[config.mk]
export PLATFORM = sky130hd
export DESIGN_NAME = alu_issue_ctrl_flat
export DESIGN_NICKNAME = d
export VERILOG_FILES = /design/src/rtl/alu_pkg.sv /design/src/rtl/alu_issue_ctrl_if.sv /design/src/rtl/alu_issue_ctrl_rr_arbiter.sv /design/src/rtl/alu_issue_ctrl.sv /design/src/flat_wrapper.sv
export SDC_FILE = /design/constraint.sdc
export NUM_CORES = 1
export LEC_CHECK = 0
export CAP_MARGIN = 20
export CORE_ASPECT_RATIO = 1.5
export CORE_MARGIN = 4
export CORE_UTILIZATION = 42
export DETAILED_ROUTE_END_ITERATION = 7
export HOLD_SLACK_MARGIN = 0.03
export PLACE_DENSITY_LB_ADDON = 0.12
export SETUP_SLACK_MARGIN = 0.2
export SYNTH_ARGS = -nofsm -noshare
export SYNTH_HDL_FRONTEND = slang
export SYNTH_HIERARCHICAL = 1
export SYNTH_SLANG_ARGS = --single-unit
[constraint.sdc]
create_clock -name clk -period 4.8 [get_ports clk]
set_clock_uncertainty 0.2 [all_clocks]
set_input_delay 0.96 -clock clk [delete_from_list [all_inputs] [get_ports clk]]
set_output_delay 0.96 -clock clk [all_outputs]
set_load 0.01 [all_outputs]
[src/rtl/alu_pkg.sv]
// Shared opcode map, FSM encoding and opcode classifiers for the ALU issue controller.
package alu_pkg;

    localparam logic [7:0] OP_ADD    = 8'h71;
    localparam logic [7:0] OP_AND    = 8'h72;
    localparam logic [7:0] OP_CLA    = 8'h73;
    localparam logic [7:0] OP_CLB    = 8'h74;
    localparam logic [7:0] OP_CMA    = 8'h75;
    localparam logic [7:0] OP_INC    = 8'h76;
    localparam logic [7:0] OP_DEC    = 8'h77;
    localparam logic [7:0] OP_BIT_LO = 8'h78;
    localparam logic [7:0] OP_BIT_HI = 8'h7D;

    // Not decoded by the ALU, so its output registers hold.
    localparam logic [7:0] IDLE_OP = 8'h00;

    typedef enum logic [1:0] {
        StIdle,
        StIssue,
        StCapt,
        StResp
    } alu_state_e;

    function automatic logic is_legal_op(input logic [7:0] op);
        return (op >= OP_ADD) && (op <= OP_BIT_HI);
    endfunction

    function automatic logic sets_flags(input logic [7:0] op);
        return (op >= OP_ADD) && (op <= OP_DEC);
    endfunction

endpackage

[src/rtl/alu_issue_ctrl_if.sv]
// Requester/response bundle between issue logic (master) and the ALU issue controller (slave).
interface alu_issue_ctrl_if #(
    parameter int unsigned NREQ = 2,
    parameter int unsigned DW   = 16,
    parameter int unsigned OPW  = 8
);
    localparam int unsigned IW = (NREQ > 1) ? $clog2(NREQ) : 1;

    logic [NREQ-1:0]     req_valid;
    logic [NREQ-1:0]     req_ready;
    logic [NREQ*OPW-1:0] req_opcode;
    logic [NREQ*DW-1:0]  req_a;
    logic [NREQ*DW-1:0]  req_b;
    logic                rsp_valid;
    logic [IW-1:0]       rsp_id;
    logic [NREQ-1:0]     rsp_ready;
    logic [DW-1:0]       rsp_result;
    logic                rsp_carry;
    logic                rsp_zero;
    logic                rsp_flags_vld;
    logic                rsp_err;

    modport master (
        output req_valid, req_opcode, req_a, req_b, rsp_ready,
        input  req_ready, rsp_valid, rsp_id, rsp_result, rsp_carry, rsp_zero,
               rsp_flags_vld, rsp_err
    );

    modport slave (
        input  req_valid, req_opcode, req_a, req_b, rsp_ready,
        output req_ready, rsp_valid, rsp_id, rsp_result, rsp_carry, rsp_zero,
               rsp_flags_vld, rsp_err
    );

endinterface

[src/rtl/alu_issue_ctrl_rr_arbiter.sv]
// Round-robin arbiter: one-hot grant searched from the pointer, pointer moves past the winner on en.
module rr_arbiter #(
    parameter int unsigned NREQ = 2
) (
    input  logic                  clk,
    input  logic                  rst,
    input  logic [NREQ-1:0]       req,
    input  logic                  en,
    output logic [NREQ-1:0]       grant,
    output logic [((NREQ > 1) ? $clog2(NREQ) : 1)-1:0] grant_idx
);
    localparam int unsigned IW = (NREQ > 1) ? $clog2(NREQ) : 1;

    logic [IW-1:0] ptr_q, ptr_d;

    always_comb begin
        int unsigned idx;
        logic        found;
        grant     = '0;
        grant_idx = '0;
        found     = 1'b0;
        idx       = 0;
        for (int unsigned i = 0; i < NREQ; i++) begin
            idx = (32'(ptr_q) + i) % NREQ;
            if (!found && req[idx]) begin
                found     = 1'b1;
                grant[idx] = 1'b1;
                grant_idx = IW'(idx);
            end
        end
    end

    always_comb begin
        ptr_d = ptr_q;
        if (en) begin
            ptr_d = IW'((32'(grant_idx) + 1) % NREQ);
        end
    end

    always_ff @(posedge clk or posedge rst) begin
        if (rst) begin
            ptr_q <= '0;
        end else begin
            ptr_q <= ptr_d;
        end
    end

endmodule

[src/rtl/alu_issue_ctrl.sv]
// Arbitrates requesters onto one registered ALU: grant, issue, capture one cycle later, respond.
module alu_issue_ctrl #(
    parameter int unsigned     NREQ    = 2,
    parameter int unsigned     DW      = 16,
    parameter int unsigned     OPW     = 8,
    parameter logic [OPW-1:0]  IDLE_OP = alu_pkg::IDLE_OP
) (
    input  logic                clk,
    input  logic                rst,
    alu_issue_ctrl_if.slave     bus,
    output logic [OPW-1:0]      alu_opcode,
    output logic [DW-1:0]       alu_read_a,
    output logic [DW-1:0]       alu_read_b,
    input  logic [DW-1:0]       alu_result,
    input  logic                alu_carry,
    input  logic                alu_zero,
    output logic                busy,
    output logic [15:0]         op_count
);
    import alu_pkg::*;

    localparam int unsigned IW = (NREQ > 1) ? $clog2(NREQ) : 1;

    alu_state_e state_q, state_d;

    logic [NREQ-1:0] grant;
    logic [IW-1:0]   grant_idx;
    logic            any_req;
    logic            take;
    logic [OPW-1:0]  sel_op;
    logic [DW-1:0]   sel_a, sel_b;
    logic            sel_legal;
    logic            resp_ack;

    logic [OPW-1:0]  op_q, op_d;
    logic [OPW-1:0]  alu_opcode_q, alu_opcode_d;
    logic [DW-1:0]   alu_read_a_q, alu_read_a_d;
    logic [DW-1:0]   alu_read_b_q, alu_read_b_d;
    logic            rsp_valid_q, rsp_valid_d;
    logic [IW-1:0]   rsp_id_q, rsp_id_d;
    logic [DW-1:0]   rsp_result_q, rsp_result_d;
    logic            rsp_carry_q, rsp_carry_d;
    logic            rsp_zero_q, rsp_zero_d;
    logic            rsp_flags_vld_q, rsp_flags_vld_d;
    logic            rsp_err_q, rsp_err_d;
    logic [15:0]     op_count_q, op_count_d;

    assign any_req   = |bus.req_valid;
    assign take      = (state_q == StIdle) && any_req;
    assign sel_op    = bus.req_opcode[grant_idx*OPW +: OPW];
    assign sel_a     = bus.req_a[grant_idx*DW +: DW];
    assign sel_b     = bus.req_b[grant_idx*DW +: DW];
    assign sel_legal = is_legal_op(sel_op);
    assign resp_ack  = bus.rsp_ready[rsp_id_q];

    rr_arbiter #(
        .NREQ (NREQ)
    ) u_arb (
        .clk       (clk),
        .rst       (rst),
        .req       (bus.req_valid),
        .en        (take),
        .grant     (grant),
        .grant_idx (grant_idx)
    );

    always_ff @(posedge clk or posedge rst) begin
        if (rst) begin
            state_q <= StIdle;
        end else begin
            state_q <= state_d;
        end
    end

    always_comb begin
        state_d = state_q;
        unique case (state_q)
            StIdle:  if (any_req) state_d = sel_legal ? StIssue : StResp;
            StIssue: state_d = StCapt;
            StCapt:  state_d = StResp;
            StResp:  if (resp_ack) state_d = StIdle;
            default: state_d = StIdle;
        endcase
    end

    always_comb begin
        op_d            = op_q;
        alu_opcode_d    = alu_opcode_q;
        alu_read_a_d    = alu_read_a_q;
        alu_read_b_d    = alu_read_b_q;
        rsp_valid_d     = rsp_valid_q;
        rsp_id_d        = rsp_id_q;
        rsp_result_d    = rsp_result_q;
        rsp_carry_d     = rsp_carry_q;
        rsp_zero_d      = rsp_zero_q;
        rsp_flags_vld_d = rsp_flags_vld_q;
        rsp_err_d       = rsp_err_q;
        op_count_d      = op_count_q;
        unique case (state_q)
            StIdle: begin
                if (any_req) begin
                    rsp_id_d = grant_idx;
                    op_d     = sel_op;
                    if (sel_legal) begin
                        alu_opcode_d = sel_op;
                        alu_read_a_d = sel_a;
                        alu_read_b_d = sel_b;
                    end else begin
                        // Illegal ops never reach the ALU; answer straight away.
                        rsp_valid_d     = 1'b1;
                        rsp_err_d       = 1'b1;
                        rsp_result_d    = '0;
                        rsp_carry_d     = 1'b0;
                        rsp_zero_d      = 1'b0;
                        rsp_flags_vld_d = 1'b0;
                    end
                end
            end
            StIssue: begin
                op_count_d   = op_count_q + 16'd1;
                alu_opcode_d = IDLE_OP;
            end
            StCapt: begin
                rsp_valid_d     = 1'b1;
                rsp_err_d       = 1'b0;
                rsp_result_d    = alu_result;
                rsp_carry_d     = alu_carry;
                rsp_zero_d      = alu_zero;
                rsp_flags_vld_d = sets_flags(op_q);
            end
            StResp: begin
                if (resp_ack) rsp_valid_d = 1'b0;
            end
            default: ;
        endcase
    end

    always_ff @(posedge clk or posedge rst) begin
        if (rst) begin
            op_q            <= IDLE_OP;
            alu_opcode_q    <= IDLE_OP;
            alu_read_a_q    <= '0;
            alu_read_b_q    <= '0;
            rsp_valid_q     <= 1'b0;
            rsp_id_q        <= '0;
            rsp_result_q    <= '0;
            rsp_carry_q     <= 1'b0;
            rsp_zero_q      <= 1'b0;
            rsp_flags_vld_q <= 1'b0;
            rsp_err_q       <= 1'b0;
            op_count_q      <= '0;
        end else begin
            op_q            <= op_d;
            alu_opcode_q    <= alu_opcode_d;
            alu_read_a_q    <= alu_read_a_d;
            alu_read_b_q    <= alu_read_b_d;
            rsp_valid_q     <= rsp_valid_d;
            rsp_id_q        <= rsp_id_d;
            rsp_result_q    <= rsp_result_d;
            rsp_carry_q     <= rsp_carry_d;
            rsp_zero_q      <= rsp_zero_d;
            rsp_flags_vld_q <= rsp_flags_vld_d;
            rsp_err_q       <= rsp_err_d;
            op_count_q      <= op_count_d;
        end
    end

    // Accept pulse is combinational so the handshake completes on the granting edge.
    assign bus.req_ready     = (take && !rst) ? grant : '0;
    assign bus.rsp_valid     = rsp_valid_q;
    assign bus.rsp_id        = rsp_id_q;
    assign bus.rsp_result    = rsp_result_q;
    assign bus.rsp_carry     = rsp_carry_q;
    assign bus.rsp_zero      = rsp_zero_q;
    assign bus.rsp_flags_vld = rsp_flags_vld_q;
    assign bus.rsp_err       = rsp_err_q;

    assign alu_opcode = alu_opcode_q;
    assign alu_read_a = alu_read_a_q;
    assign alu_read_b = alu_read_b_q;
    assign busy       = (state_q != StIdle);
    assign op_count   = op_count_q;

endmodule
[src/flat_wrapper.sv]
// flat-port wrapper written by rule: the top's interface ports become plain ports
module alu_issue_ctrl_flat import alu_pkg::*;
#(
    parameter int unsigned     NREQ    = 2,
    parameter int unsigned     DW      = 16,
    parameter int unsigned     OPW     = 8,
    parameter logic [OPW-1:0]  IDLE_OP = alu_pkg::IDLE_OP
)
  (clk, rst, alu_opcode, alu_read_a, alu_read_b, alu_result, alu_carry, alu_zero, busy, op_count, bus_req_valid, bus_req_opcode, bus_req_a, bus_req_b, bus_rsp_ready, bus_req_ready, bus_rsp_valid, bus_rsp_id, bus_rsp_result, bus_rsp_carry, bus_rsp_zero, bus_rsp_flags_vld, bus_rsp_err);
  alu_issue_ctrl_if #(.NREQ(NREQ), .DW(DW), .OPW(OPW)) bus_i ();
  input  logic clk;
  input  logic rst;
  output logic [OPW-1:0] alu_opcode;
  output logic [DW-1:0] alu_read_a;
  output logic [DW-1:0] alu_read_b;
  input  logic [DW-1:0] alu_result;
  input  logic alu_carry;
  input  logic alu_zero;
  output logic busy;
  output logic [15:0] op_count;
  input wire logic [$bits(bus_i.req_valid)-1:0] bus_req_valid;
  input wire logic [$bits(bus_i.req_opcode)-1:0] bus_req_opcode;
  input wire logic [$bits(bus_i.req_a)-1:0] bus_req_a;
  input wire logic [$bits(bus_i.req_b)-1:0] bus_req_b;
  input wire logic [$bits(bus_i.rsp_ready)-1:0] bus_rsp_ready;
  output wire logic [$bits(bus_i.req_ready)-1:0] bus_req_ready;
  output wire logic [$bits(bus_i.rsp_valid)-1:0] bus_rsp_valid;
  output wire logic [$bits(bus_i.rsp_id)-1:0] bus_rsp_id;
  output wire logic [$bits(bus_i.rsp_result)-1:0] bus_rsp_result;
  output wire logic [$bits(bus_i.rsp_carry)-1:0] bus_rsp_carry;
  output wire logic [$bits(bus_i.rsp_zero)-1:0] bus_rsp_zero;
  output wire logic [$bits(bus_i.rsp_flags_vld)-1:0] bus_rsp_flags_vld;
  output wire logic [$bits(bus_i.rsp_err)-1:0] bus_rsp_err;
  assign bus_i.req_valid = bus_req_valid;
  assign bus_i.req_opcode = bus_req_opcode;
  assign bus_i.req_a = bus_req_a;
  assign bus_i.req_b = bus_req_b;
  assign bus_i.rsp_ready = bus_rsp_ready;
  assign bus_req_ready = bus_i.req_ready;
  assign bus_rsp_valid = bus_i.rsp_valid;
  assign bus_rsp_id = bus_i.rsp_id;
  assign bus_rsp_result = bus_i.rsp_result;
  assign bus_rsp_carry = bus_i.rsp_carry;
  assign bus_rsp_zero = bus_i.rsp_zero;
  assign bus_rsp_flags_vld = bus_i.rsp_flags_vld;
  assign bus_rsp_err = bus_i.rsp_err;
  alu_issue_ctrl #(.NREQ(NREQ), .DW(DW), .OPW(OPW), .IDLE_OP(IDLE_OP)) u_core (.clk(clk), .rst(rst), .bus(bus_i), .alu_opcode(alu_opcode), .alu_read_a(alu_read_a), .alu_read_b(alu_read_b), .alu_result(alu_result), .alu_carry(alu_carry), .alu_zero(alu_zero), .busy(busy), .op_count(op_count));
endmodule
# --- Word level (Yosys, flattened, before mapping) ---
# Cells that the tools add are included.
classes:
  shift: 3
  n_lt_le_gt_ge: 9
  addsub: 3
  n_bitwise: 1
  eq_ne: 7
  reduce_logical: 21
  mux: 36
op_table:
  columns: ["operator", "count"]
  rows:
  - ["$shiftx A32 B6 Y16", 2]
  - ["$mux W16", 2]
  - ["$pmux W16 S2", 1]
  - ["$add A16 B1 Y16 const B", 1]
  - ["$ge A8 B7 Y1 const B", 2]
  - ["$le A8 B7 Y1 const B", 2]
  - ["$mux W1", 16]
  - ["$mux W8", 2]
  - ["$pmux W8 S2", 1]
  - ["$shiftx A16 B5 Y8", 1]
  - ["$mux W2", 6]
  - ["$reduce_and A3 Y1", 3]
  - ["$pmux W1 S2", 4]
  - ["$pmux W2 S4", 1]
  - ["$logic_and A1 B1 Y1", 7]
  - ["$lt A1 B2 Y1 const B", 3]
  - ["$ne A2 B1 Y1 const B", 3]
  - ["$reduce_bool A2 Y1", 3]
  - ["$eq A2 B2 Y1 const B", 2]
  - ["$reduce_and A2 Y1", 2]
  - ["$reduce_and A4 Y1", 1]
  - ["$pmux W1 S3", 1]
  - ["$reduce_bool A3 Y1", 1]
  - ["$add A1 B1 Y1 const B", 2]
  - ["8 further kinds", 11]
totals:
  ff_bits: 89
  output_inout_bits: 81
  elab_cells: 94

# --- Longest topological paths before layout ---
logic_depth:
  ltp_word: 12
  depth_mapped: 10

# --- By module ---
# Netlist, hierarchy kept.
modules_own_cells:
  columns: ["module", "cells_per_inst", "area_per_inst_um2", "n_inst", "seq_area_each_um2"]
  rows:
  - ["alu_issue_ctrl", 346, 3912.5, 1, 2202.1]
  - ["rr_arbiter", 8, 87.6, 1, 25.0]

# --- Least setup slack after synthesis ---
# Ideal clock, no wire load.
synth_path:
  path_kind: "in2out"
  from: "in rst"
  to: "out bus_req_ready[0]"
  t_arrival_ps: 3245
  slack_ps: 395
  stages: 2
  cell_sequence: "inv_1 > and3_1"
synth_between:
  elab_chain_cells: 3
synth_rtl:
  columns: ["item", "line", "source"]
  rows:
  - ["from (decl)", "flat_wrapper.sv:12", "input logic rst;"]
  - ["$logic_not A1 Y1 (no source line)", null, null]
  - ["$logic_and A1 B1 Y1", "alu_issue_ctrl.sv:169", "assign bus.req_ready = (take && !rst) ? grant : '0;"]
  - ["$mux W2", "alu_issue_ctrl.sv:169", null]
  - ["to (decl)", "flat_wrapper.sv:26", "output wire logic [$bits(bus_i.req_ready)-1:0] bus_req_ready;"]
# No other way between the ends.

# --- Worst setup path in the final report ---
layout_path:
  from: "in bus_req_valid[1]"
  to: "out bus_req_ready[0]"
layout_rtl:
  columns: ["item", "line", "source"]
  rows:
  - ["from (decl)", "flat_wrapper.sv:21", "input wire logic [$bits(bus_i.req_valid)-1:0] bus_req_valid;"]
  - ["$reduce_or A2 Y1", "alu_issue_ctrl.sv:48", "assign any_req = |bus.req_valid;"]
  - ["$logic_and A1 B1 Y1", "alu_issue_ctrl.sv:49", "assign take = (state_q == StIdle) && any_req;"]
  - ["named net u_core.take", "alu_issue_ctrl.sv:29", "logic take;"]
  - ["$logic_and A1 B1 Y1", "alu_issue_ctrl.sv:169", null]
  - ["$mux W2", "alu_issue_ctrl.sv:169", null]
# The timed path passes the listed nets, and every way through them passes these cells. The select of a mux whose other input is x is not followed.

==> metrics.yaml <==
outcome:
  status: "completed"
final_layout:
  area_delta_synth_final_pct: 55.4
  diodes: 0
  final_common_cell: "clkdlybuf4s50_1"
  fillers: 759
  nets: 646
  postLayoutCellArea_um2: 6220
  final_layout_size_suffix_gt1_share_pct: 6.83
  multi_input_area_um2: 1630
  final_cell_count_no_fill: 654
  ff_latch_area_um2: 2230
  layout_common_cells: "clkdlybuf4s50_1 (184), dfrtp_1 (89), nand2_1 (51)"
detailed_routing:
  ant_nets: 0
  routed_wl_um: 10600
  num_vias: 3308
  drt-pass1-iter-count: 4
  wl_per_cell_um: 16.2
  drc_errors: 0
  drt_first_iter_violations: 81
  avgViaCountPerCell: 5.06
worst_setup_path:
  path_class: "in2out"
  crit_required_ns: 3.64
  path_delay_family: "buffers and inverters"
  cp.arrival_ns: 2.70
  path_buf_inv: 4
  cp-start-kind: "input port"
  cp_slowest_cell: "clkdlybuf4s50_1"
  crit_fanout: 19
  cp-end-kind: "output pin"
  cpPeakStageDelay_ns: 0.52
  crit_top_cell: "clkdlybuf4s50_1"
  timing.critical_path.cells: "clkdlybuf4s50_1 -> o21ai_2 -> buf_4 -> clkinv_1 -> and3_1 -> clkdlybuf4s50_1"
grt:
  grt_max_degree: 70
  first_global_vias: 3446
  grt_use_total_pct: 19.5
  antenna_found_initial: 0
  grt_pass1_wl_um: 17000
  grt_overflow: 0
logic_synthesis:
  yosysWarnings: 6
  ys_seq_area_share_pct: 55.7
  syn-num-nets: 463
  synthTopCellsByArea: "dfrtp_1 (56%), mux2i_1 (11%), o21ai_0 (5.1%)"
  ys_ff_latch: 89
  ys_types: 41
  synth_largest_area_cell: "dfrtp_1"
  synthCells: 354
  synth_area_um2: 4000
  syn_area_per_cell_um2: 11.3
  synth_top_area_share_pct: 55.7
cts:
  cts_max_level: 3
  clk_path_buf_depth: 2
  cts_tree: "done"
  cts_num_sinks: 89
  post_cts_resized: 0
  clkLatencyLatePin_ns: 0.33
  postCtsSetupRepairBufs: 0
  cts-root-buf: "clkbuf_16"
  ctsHoldBuffers: 0
  cts_buffers: 9
  path_clk_slew_ns: 0.07
timing:
  relSlewSlack_pct: 42.2
  finalHoldViolCount: 0
  rsz0062_at_grt: "false"
  tightest_slew_ns: 0.868
  finalMaxSlewViolations: 0
  fmax_ghz: 0.259
  setup-tns-final_ns: 0
  setup_violations: 0
  period_minus_slack_ns: 3.86
  timing.final.crit_share_pct: 80.4
power_and_ir_drop:
  p_total_mw: 3.15
  p_leak_nw: 2.75
  irDropWorstVdd_mv: 0.436
  pwr_density_cell_nw_per_um2: 507
floorplanning:
  fp.dieH_um: 128
  core_area_um2: 9250
  die_x_um: 87.7
  pin_count: 185
  core.rowCount: 43
  start_util_pct: 43.2
  dieArea_um2: 11200
hold_path:
  holdCritPathClass: "reg2reg"
placed_design:
  io_buffers: 184
  place_area_um2: 5930
  hpwl_um: 8140
  gp_congestion: 0.757
  dp.cells: 638
run:
  drv_cap: 0
## final timing paths
check                                      start                  endpoint  slack, ns  depth (start not counted)
setup / recovery                bus_req_valid[1]          bus_req_ready[0]       0.94                          6
hold / removal             u_core/alu_read_a[11]     u_core/alu_read_a[11]       0.28                          2
setup reg to reg                       flip-flop  u_core/bus.rsp_flags_vld       1.92                          7
hold reg to reg            u_core/alu_read_a[11]     u_core/alu_read_a[11]       0.28                          2
max in group asynchronous                    rst      u_core/alu_read_a[1]       2.48                          3
min in group asynchronous                    rst                 async pin       0.61                          2
## registers in the layout (all words and copies together) (netlist names), named ones only
signal	flops
u_core/bus.rsp_err	1
u_core/bus.rsp_zero	1
u_core/alu_opcode	8
u_core/bus.rsp_carry	1
u_core/bus.rsp_flags_vld	1
u_core/bus.rsp_valid	1
u_core/alu_read_b	16
u_core/bus.rsp_id	1
u_core/alu_read_a	16
u_core/state_q	2
u_core/bus.rsp_result	16
u_core/op_count	16
u_core/op_q	8
## logic make-up (layout without fill, tap and decap cells)
family / Yosys count / in the layout / synth area share [%]
flops: 89 / 89 / 55.7
compound gates: 81 / 81 / 13.6
fa+ha+maj: 5 / 5 / 1.56
mux: 47 / 47 / 11.9
simple gates: 87 / 87 / 10.3
xor+xnor: 15 / 15 / 3.28
buf+inv: 30 / 218 / 3.66
## area by class of cell
cell class,count,area share [%]
Clock buffer,9,3.62
Inverter,12,0.745
Sequential cell,89,35.8
Multi-Input combinational cell,235,26.2
Tap cell,112,2.25
Clock inverter,7,1.01
Timing Repair Buffer,190,30.4
## metal layers
metal / global-route usage, % / share of wire (%) / wire (um) / vias to the layer above
met1: 22.1 / 37 / 3950 / 1562
met4: 8.13 / 2.7 / 289 / 0
met2: 34.2 / 53 / 5590 / 118
li1: - / - / - / 1606
met5: 0 / 0 / 0 / -
met3: 4.65 / 7.2 / 767 / 22
## worst register-to-register path: stages (launching register included)
cell and delay [ns]:
dfrtp_1 0.38, nand2b_4 0.16, and2_2 0.26, mux2i_1 0.37, or3_4 0.22, a31oi_4 0.10, a21oi_2 0.66, mux2_2 0.42
## per-stage QoR
stage | util, % | hold slack (ns) | setup slack (ns)
after floorplan | - | 0.250 | 0.395
after global routing | 67.2 | 0.303 | 0.845
final | 67.2 | 0.279 | 0.939
after global placement | 64.1 | 0.263 | 0.977
after CTS | 67.2 | 0.284 | 0.934
after detailed placement | 64.1 | 0.269 | 0.832
## synth_stat cells
library cell,number
a211oi_1,1
a211oi_2,1
a21boi_0,1
a21o_1,1
a21oi_1,6
a21oi_2,1
a22o_1,18
a22oi_1,1
a31oi_4,2
and2_1,2
and3_1,6
and4_1,1
buf_1,1
buf_2,6
buf_6,2
buf_8,1
clkbuf_1,8
clkinv_1,1
dfrtp_1,89
ha_1,5
inv_1,11
mux2_2,5
mux2i_1,42
nand2_1,51
nand2b_4,1
nand3_1,7
nand3b_1,1
nand4_1,6
nand4_2,1
nand4b_1,1
nor2_1,8
nor3_1,1
o21a_1,1
o21ai_0,41
o21ai_2,1
o22ai_1,4
o31a_1,1
o31ai_1,1
or3_4,1
xnor2_1,12
xor2_1,3
## power breakdown
group / leakage, nW / internal (mW) / switching, mW / total [mW]
Sequential: 1.16 / 1.01 / 0.168 / 1.17
Combinational: 1.45 / 0.709 / 0.600 / 1.31
Clock: 0.139 / 0.362 / 0.304 / 0.666
Power figures use the tool's default switching activity.
